$ cat config.mk
export PLATFORM = sky130hd
export DESIGN_NAME = mux_rr_n
export DESIGN_NICKNAME = d
export VERILOG_FILES = /design/src/rtl/mux_rr_n.sv
export SDC_FILE = /design/constraint.sdc
export NUM_CORES = 1
export LEC_CHECK = 0
export CAP_MARGIN = 5
export CORE_MARGIN = 2
export CORE_UTILIZATION = 30
export CTS_BUF_LIST = sky130_fd_sc_hd__clkbuf_8
export DETAILED_ROUTE_END_ITERATION = 6
export GPL_ROUTABILITY_DRIVEN = 0
export PLACE_DENSITY = 0.65
export SLEW_MARGIN = 30
export SYNTH_ARGS = -nofsm -noshare
export SYNTH_HDL_FRONTEND = slang
export SYNTH_SLANG_ARGS = --single-unit
$ cat constraint.sdc
create_clock -name clk -period 8.2 [get_ports clk]
set_clock_uncertainty 0.1 [all_clocks]
set_input_delay 2.46 -clock clk [delete_from_list [all_inputs] [get_ports clk]]
set_output_delay 2.46 -clock clk [all_outputs]
set_load 0.005 [all_outputs]
$ cat src/rtl/mux_rr_n.sv
// -----------------------------------------------------------------------------
// mux_rr_n
// N-input, WIDTH-bit registered multiplexer with valid/ready handshakes on
// every input and on the output. The source channel is either chosen by the
// sel port (mode=0) or by a fair round-robin arbiter (mode=1). The output
// register carries the word plus a tag naming the channel it came from.
//
// Ports
//   clk        rising-edge clock
//   rst_n      synchronous, active-low reset
//   mode       0 = explicit select via sel, 1 = round-robin
//   sel        channel index used in mode 0 (out-of-range never grants)
//   in_data    flattened inputs, channel i = in_data[i*WIDTH +: WIDTH]
//   in_valid   per-channel valid
//   in_ready   per-channel ready, one-hot or zero
//   out_data   registered output word
//   out_sel    index of the channel out_data came from
//   out_valid  out_data/out_sel hold a word
//   out_ready  consumer accepts the word this cycle
// -----------------------------------------------------------------------------
module mux_rr_n #(
    parameter  int WIDTH  = 16,
    parameter  int NUM_IN = 8,
    localparam int SEL_W  = $clog2(NUM_IN)
) (
    input  logic                     clk,
    input  logic                     rst_n,
    input  logic                     mode,
    input  logic [SEL_W-1:0]         sel,
    input  logic [NUM_IN*WIDTH-1:0]  in_data,
    input  logic [NUM_IN-1:0]        in_valid,
    output logic [NUM_IN-1:0]        in_ready,
    output logic [WIDTH-1:0]         out_data,
    output logic [SEL_W-1:0]         out_sel,
    output logic                     out_valid,
    input  logic                     out_ready
);

    logic [WIDTH-1:0]    r_out_data;
    logic [SEL_W-1:0]    r_out_sel;
    logic                r_out_valid;
    logic [SEL_W-1:0]    r_last;

    logic                w_load_en;
    logic [SEL_W-1:0]    w_rr_start;
    logic [2*NUM_IN-1:0] w_rr_dbl;
    logic [SEL_W-1:0]    w_rr_off;
    logic [SEL_W:0]      w_rr_sum;
    logic [SEL_W-1:0]    w_rr_gnt;
    logic                w_sel_v;
    logic [SEL_W-1:0]    w_gnt;
    logic                w_gnt_v;
    logic [WIDTH-1:0]    w_gnt_data;
    logic [NUM_IN-1:0]   w_in_ready;

    // The output register may load whenever it is empty or being drained.
    assign w_load_en = !r_out_valid || out_ready;

    // Round-robin search: rotate in_valid so the channel after r_last sits at
    // bit 0, pick the lowest set bit, then rotate the offset back. Doubling the
    // vector gives the wrap-around for any NUM_IN, power of two or not.
    always_comb begin
        if (r_last == SEL_W'(NUM_IN - 1)) begin
            w_rr_start = {SEL_W{1'b0}};
        end else begin
            w_rr_start = r_last + SEL_W'(1);
        end
        w_rr_dbl = {in_valid, in_valid} >> w_rr_start;
        w_rr_off = {SEL_W{1'b0}};
        for (int i = NUM_IN - 1; i >= 0; i--) begin
            w_rr_off = w_rr_dbl[i] ? SEL_W'(i) : w_rr_off;
        end
        w_rr_sum = {1'b0, w_rr_start} + {1'b0, w_rr_off};
        if (w_rr_sum >= (SEL_W + 1)'(NUM_IN)) begin
            w_rr_gnt = SEL_W'(w_rr_sum - (SEL_W + 1)'(NUM_IN));
        end else begin
            w_rr_gnt = w_rr_sum[SEL_W-1:0];
        end
    end

    // Grant selection, data mux and per-channel ready. Compares against loop
    // constants so an out-of-range sel simply matches nothing (no X, no grant).
    always_comb begin
        w_sel_v = 1'b0;
        for (int i = 0; i < NUM_IN; i++) begin
            w_sel_v = (sel == SEL_W'(i)) ? in_valid[i] : w_sel_v;
        end
        if (mode) begin
            w_gnt   = w_rr_gnt;
            w_gnt_v = |in_valid;
        end else begin
            w_gnt   = sel;
            w_gnt_v = w_sel_v;
        end
        w_gnt_data = {WIDTH{1'b0}};
        w_in_ready = {NUM_IN{1'b0}};
        for (int i = 0; i < NUM_IN; i++) begin
            w_gnt_data = (w_gnt == SEL_W'(i)) ? in_data[i*WIDTH +: WIDTH] : w_gnt_data;
            w_in_ready[i] = rst_n && w_load_en && w_gnt_v && (w_gnt == SEL_W'(i));
        end
    end

    // Output register and round-robin pointer; a stall holds everything.
    always_ff @(posedge clk) begin
        if (!rst_n) begin
            r_out_data  <= {WIDTH{1'b0}};
            r_out_sel   <= {SEL_W{1'b0}};
            r_out_valid <= 1'b0;
            r_last      <= SEL_W'(NUM_IN - 1);
        end else if (w_load_en) begin
            if (w_gnt_v) begin
                r_out_data  <= w_gnt_data;
                r_out_sel   <= w_gnt;
                r_out_valid <= 1'b1;
                r_last      <= w_gnt;
            end else begin
                r_out_valid <= 1'b0;
            end
        end
    end

    assign in_ready  = w_in_ready;
    assign out_data  = r_out_data;
    assign out_sel   = r_out_sel;
    assign out_valid = r_out_valid;

endmodule

=== Word level (Yosys, flattened, before mapping) ===
Index checks and enable logic that the tools add are counted.

* Add/subtract/negate cells: 3
* Multiply operators: 0
* Div/mod/pow operators: 0
* Magnitude comparators: 1
* Equal/unequal tests: 15
* Shifts and indexed selects: 1
* Mux-type cells: 29
* Bitwise gates (word level): 0
* Reduce and logical (&&, ||, !) cells: 16

{| class="wikitable"
|+ Operators by type and width
! cell !! count
|-
| 16-bit 2-to-1 mux || 8
|-
| 3-bit 2-to-1 mux || 11
|-
| 3-bit equality test, second input constant || 9
|-
| 16-bit by 3-bit >> shifter with 8-bit output || 1
|-
| 3-bit by 2-bit equality test with 1-bit output, second input constant || 4
|-
| 1-bit logical AND || 10
|-
| 1-bit 2-to-1 mux || 10
|-
| 8-bit OR reduction || 1
|-
| 3-bit by 1-bit equality test with 1-bit output, second input constant || 2
|-
| 3-bit zero test || 2
|-
| 3-bit by 3-bit adder with 4-bit output || 1
|-
| 4-bit >= comparator, second input constant || 1
|-
| 3-bit by 1-bit adder with 3-bit output, second input constant || 1
|-
| 3-bit by 1-bit subtractor with 3-bit output, second input constant || 1
|-
| 2-bit AND reduction || 1
|-
| 1-bit zero test || 1
|-
| 1-bit logical OR || 1
|}

* Register bits after elaboration: 23
* Bits in latches: 0
* Memory bits (writable): 0
* ROM bits: 0
* Input bits: 143
* Output and inout bits: 28
* Logic and storage cells: 69
* Memories: 0

=== Longest topological paths before layout ===
* Depth in word-level cells: 24
* Gate-level depth with buffers: 19
* Depth with buffers taken out: 16

=== Worst setup path before layout ===
Ideal clock, no wire load.

* Path kind: input port to output port
* Start point: input in_valid[7]
* End point: output in_ready[7]
* Arrival time: 5.507 ns
* Required time: 5.640 ns
* Slack: 0.133 ns
* Cell stages on the path: 13
* Buffers on the path: 2
* Cells stage by stage: mux2_2 mux4_2 nand2b_1 a21oi_1 nor2_1 a21oi_1 nand2_1 fa_1 a21oi_1 clkbuf_1 clkbuf_1 nand2_1 nor2_1

* Word-level cells in the longest chain between the ends: 15
* Elaborated cells between the ends (all ways): 20

{| class="wikitable"
|+ RTL lines
! element !! line !! text
|-
| from (decl) || 31 || <nowiki>input logic [NUM_IN-1:0] in_valid,</nowiki>
|-
| 16-bit by 3-bit >> shifter with 8-bit output || 68 || <nowiki>w_rr_dbl = {in_valid, in_valid} >> w_rr_start;</nowiki>
|-
| 3-bit 2-to-1 mux (8 in series) || 71 || <nowiki>w_rr_off = w_rr_dbl[i] ? SEL_W'(i) : w_rr_off;</nowiki>
|-
| 3-bit by 3-bit adder with 4-bit output || 73 || <nowiki>w_rr_sum = {1'b0, w_rr_start} + {1'b0, w_rr_off};</nowiki>
|-
| 4-bit >= comparator or 3-bit by 1-bit subtractor with 3-bit output (tied branches) || 74, 75 ||
|-
| 3-bit 2-to-1 mux || 74 || <nowiki>if (w_rr_sum >= (SEL_W + 1)'(NUM_IN)) begin</nowiki>
|-
| 3-bit 2-to-1 mux || 88 || <nowiki>if (mode) begin</nowiki>
|-
| 3-bit equality test || 99 || <nowiki>w_in_ready[i] = rst_n && w_load_en && w_gnt_v && (w_gnt == SEL_W'(i));</nowiki>
|-
| 1-bit logical AND * || 99 ||
|-
| to (decl) || 32 || <nowiki>output logic [NUM_IN-1:0] in_ready,</nowiki>
|}

Every way passes the cells marked *; elsewhere a longest branch is shown, timed or not.

=== Worst setup path in the final report ===
* Start point: input in_valid[1]
* End point: output in_ready[6]

Same word-level chain as after synthesis.

==> metrics.md <==
| Metric | Value |
|---|---|
| Seq/Total Area, Yosys | `0.166` |
| Rows | `35` |
| Post-synth top cells | `mux2i_1, nor2_1, dfxtp_1` |
| Worst-path clk slew | `~0.09 ns` |
| Mapped Nets | `between 400 and 500` |
| Largest area contributor in the netlist | `mux2i_1` |
| Root buf cell | `clkbuf_8` |
| Core Util, Final | `0.545` |
| Final Cycle Share | `0.986` |
| Crit path DAT | `~5.5 ns` |
| CP endpoint kind | `output port` |
| Synthesized flop and latch total | `23` |
| Switching part of the total | `0.452` |
| Max Cap Viol | `0` |
| Yosys cell types | `53` |
| Top post-synthesis cells by area | `mux2i_1, dfxtp_1, mux4_2, nor2_1, o22ai_2` |
| Share of synthesized flip-flops with an asynchronous set or reset | `0` |
| Share of the synthesized area in the top cell type | `0.249` |
| Initial cell density of the core | `0.304` |
| Fillers | `between 800 and 900` |
| Post-route cell area | `between 4000 and 5000 um2` |
| R2R Path Start | `r_last[0]` |
| Fmax | `124 MHz` |
| Multi-input gate area | `roughly 2300 um2` |
| Slowest-stage cell, CP | `mux4_2` |
| Complex-gate fraction of the synthesized area | `0.226` |
| Leak | `about 2.0 nW` |
| Floorplan core area | `9110 um2` |
| Setup crit start kind | `primary input` |
| Detailed-route wire length | `between 10 and 15 mm` |
| Placed cell area | `4740 um2` |
| Buffers added on ports | `170` |
| Worst-skew pair later-pin latency | `0.26 ns` |
| Place WS | `-0.708 ns` |
| Final Critical Period | `between 8 and 9 ns` |
| Setup TNS | `0 ns` |
| Internal | `slightly above 0.8 mW` |
| Net Sw Power | `approximately 0.68 mW` |
| Vias in the first global route | `about 3200` |
| Reg power frac | `0.116` |
| Reg area | `around 460 um2` |
| Area growth syn-to-layout | `79.0%` |
| Remaining global-route overflow | `0` |
| Avg Cell Area, Syn | `between 8 and 9 um2` |
| Post-synthesis instance total | `328` |
| Antenna Nets Post-Route | `0` |
| Wirelength per Cell | `16.7 um` |
| Initial drt markers | `roughly 170` |
| Placed cells | `616` |
| Post-CTS Hold Fix Bufs | `0` |
| CTS tree | `built` |
| Worst r2r path cells | `19` |
| Die X | `roughly 100 um` |
| Main combinational cell family by area after synthesis | `multiplexers` |
| Post-synth EDFFs | `0` |
| M1 GR Usage | `0.259` |
| Mux share of post-synthesis cell area | `0.344` |
| Busiest grt layer | `met2` |
| Synth warn | `0` |
| DRC | `0` |
| M2 GR Usage | `0.356` |
| Hold crit path type | `reg -> reg` |
| Critical R2R Capture | `out_data[11]` |
| H-tree depth | `1` |
| Slew @ Worst Pin | `0.975 ns` |
| Nets | `between 600 and 700` |
| Part of the power in the clock network | `0.048` |
| Setup WS post-layout | `~0.11 ns` |
| Largest net degree at the start of global routing | `48` |
| Filler-free cell count of the finished design | `roughly 630` |
| Critical path, cell by cell | `dlygate4sd2_1 > mux2_2 > mux4_2 > nand2b_4 > a21oi_4 > nor2_1 > a21oi_1 > nand2_1 > fa_2 > xor2_4 > buf_6 > xnor2_2 > a21boi_2 > nand3_2 > nor3_2 > buf_2` |
| Flop2flop setup slack | `about 2.7 ns` |
| Worst vdd ir | `around 0.16 mV` |
| Status | `finished clean` |
| PwrDens | `~300 nW/um2` |
| Worst path top cell family by delay | `multiplexers` |
| Most common cell in the netlist | `mux2i_1` |
| Post-Synth Simple-Gate Area | `0.179` |
| HPWL after detailed placement | `between 7 and 8 mm` |
| CTS Buf Count | `3` |
| Global-route wire length before repair | `~16 mm` |
| Worst Path Required | `5.64 ns` |
| I/O pin cnt | `about 170` |
| Antenna diodes | `0` |
| CTS Sinks | `23` |
| Die ar. | `between 10000 and 15000 um2` |
| Initial antenna violation count | `0` |
| Met3 Use GR | `0.0313` |
| GRT Util Overall | `0.199` |
| Pins Over Slew Limit | `0` |
| Adder-Cell Fraction of Synth Area | `0.0163` |
| Share of cells above drive strength 1 | `0.215` |
| Clock buffer depth | `2` |
| Main flop type after synthesis | `dfxtp_1` |
| Gate power share | `0.836` |
| Drt first pass iters | `4` |
| Max incr delay on CP | `approximately 0.5 ns` |
| Die H | `100 um` |
| Hold path depth | `2` |
| Setup Crit Path Kind | `in -> out` |
| Max-slew headroom | `0.348` |
| Vias per std cell | `~5.3` |
| WP buf/inv | `3` |
| Hold Startpoint | `out_sel[0]` |
| # setup viols final | `0` |
| Xor/xnor share of the synthesized area | `0.0163` |
| Peak fanout along the critical path | `4` |
| Final hold violation count | `0` |
| Mapped Area | `2770 um2` |
| Worst Hold End | `out_sel[0]` |
| Via count | `between 3000 and 4000` |
-- per-stage QoR --
stage               hold WS [ns]  total power, mW
global route               0.403             1.60
floorplan                  0.345            0.923
detailed placement         0.357             1.30
global placement           0.353             1.29
finish                     0.362             1.49
CTS                        0.369             1.46
-- power by group through the flow --
stage / clock, mW / sequential [mW] / combinational, mW
finish: 0.0724 / 0.173 / 1.25
detailed placement: 0 / 0.176 / 1.13
global placement: 0 / 0.175 / 1.11
CTS: 0.0747 / 0.174 / 1.21
global route: 0.0789 / 0.179 / 1.35
floorplan: 0 / 0.178 / 0.745
-- worst reg2reg max path, stage by stage, from the launching register on --
cell     delay [ns]
dfxtp_1        0.37
ha_1           0.22
ha_1           0.27
buf_4          0.27
mux2_4         0.34
buf_4          0.15
mux4_2         0.49
o21ai_2        0.11
a21oi_4        0.08
buf_4          0.13
buf_4          0.12
buf_4          0.12
buf_4          0.12
buf_4          0.12
or3_1          0.37
nand3_2        0.22
buf_4          0.56
nand4_1        0.74
o22ai_2        0.41
nor3_1         0.07
-- worst max path at each step --
stage / from / endpoint / slack [ns] / cells after the start
finish: in_valid[1] / in_ready[6] / 0.11 / 16
floorplan: in_valid[7] / in_ready[7] / 0.13 / 13
CTS: in_valid[3] / in_ready[1] / 0.04 / 17
global placement: in_valid[7] / in_ready[4] / -0.64 / 15
detailed placement: in_valid[3] / in_ready[6] / -0.71 / 15
global route: in_valid[1] / in_ready[6] / -0.01 / 16
-- routing by layer --
metal | share of wire | vias up
met1 | 0.43 | 1579
met5 | 0 | -
li1 | - | 1625
met2 | 0.50 | 116
met4 | 0.0066 | 0
met3 | 0.066 | 4
-- area by class of cell --
type | count | area share
Clock buffer | 3 | 0.00832
Tap cell | 111 | 0.0280
Inverter | 4 | 0.00303
Sequential cell | 23 | 0.0928
Multi-Input combinational cell | 276 | 0.464
Clock inverter | 1 | 0.000757
Timing Repair Buffer | 213 | 0.404
-- timing repair --
item,CTS,global route
pin swaps,8,9
setup endpoints to repair,8,8
hold endpoints to repair,0,0
setup buffers,11,2
resized for setup,57,18
-- state kept, by name, indices dropped and copies added (netlist names) --
signal / count
out_data: 16
r_last: 3
out_sel: 3
out_valid: 1
-- cells in the final DEF, fill, tap and decap left out, types with 3 or more instances in the layout --
| cell | instances |
|---|---|
| nand2_1 | 21 |
| o211ai_1 | 3 |
| inv_1 | 4 |
| a21boi_0 | 4 |
| clkbuf_8 | 3 |
| mux4_2 | 7 |
| mux2i_1 | 69 |
| mux2_2 | 6 |
| nor3_2 | 3 |
| o21ai_0 | 19 |
| nand3_1 | 6 |
| dfxtp_1 | 23 |
| and3_1 | 3 |
| nand3_2 | 3 |
| buf_4 | 38 |
| or3_1 | 3 |
| buf_6 | 5 |
| clkdlybuf4s15_1 | 7 |
| nand4_1 | 3 |
| nor2_1 | 36 |
| o22ai_1 | 18 |
| clkdlybuf4s50_1 | 154 |
| nor3_1 | 14 |
| o22ai_2 | 10 |
| mux2_4 | 3 |
| buf_2 | 8 |
-- kinds of logic after synthesis --
logic type,count (synthesis)
xor gates and xnor gates,3
adders and majority gates,3
muxes,85
buffers and inverters,29
and+or+nand+nor,107
AOI/OAI and AO/OA,78
DFF,23
No activity file was read; power rests on OpenSTA's default activity.
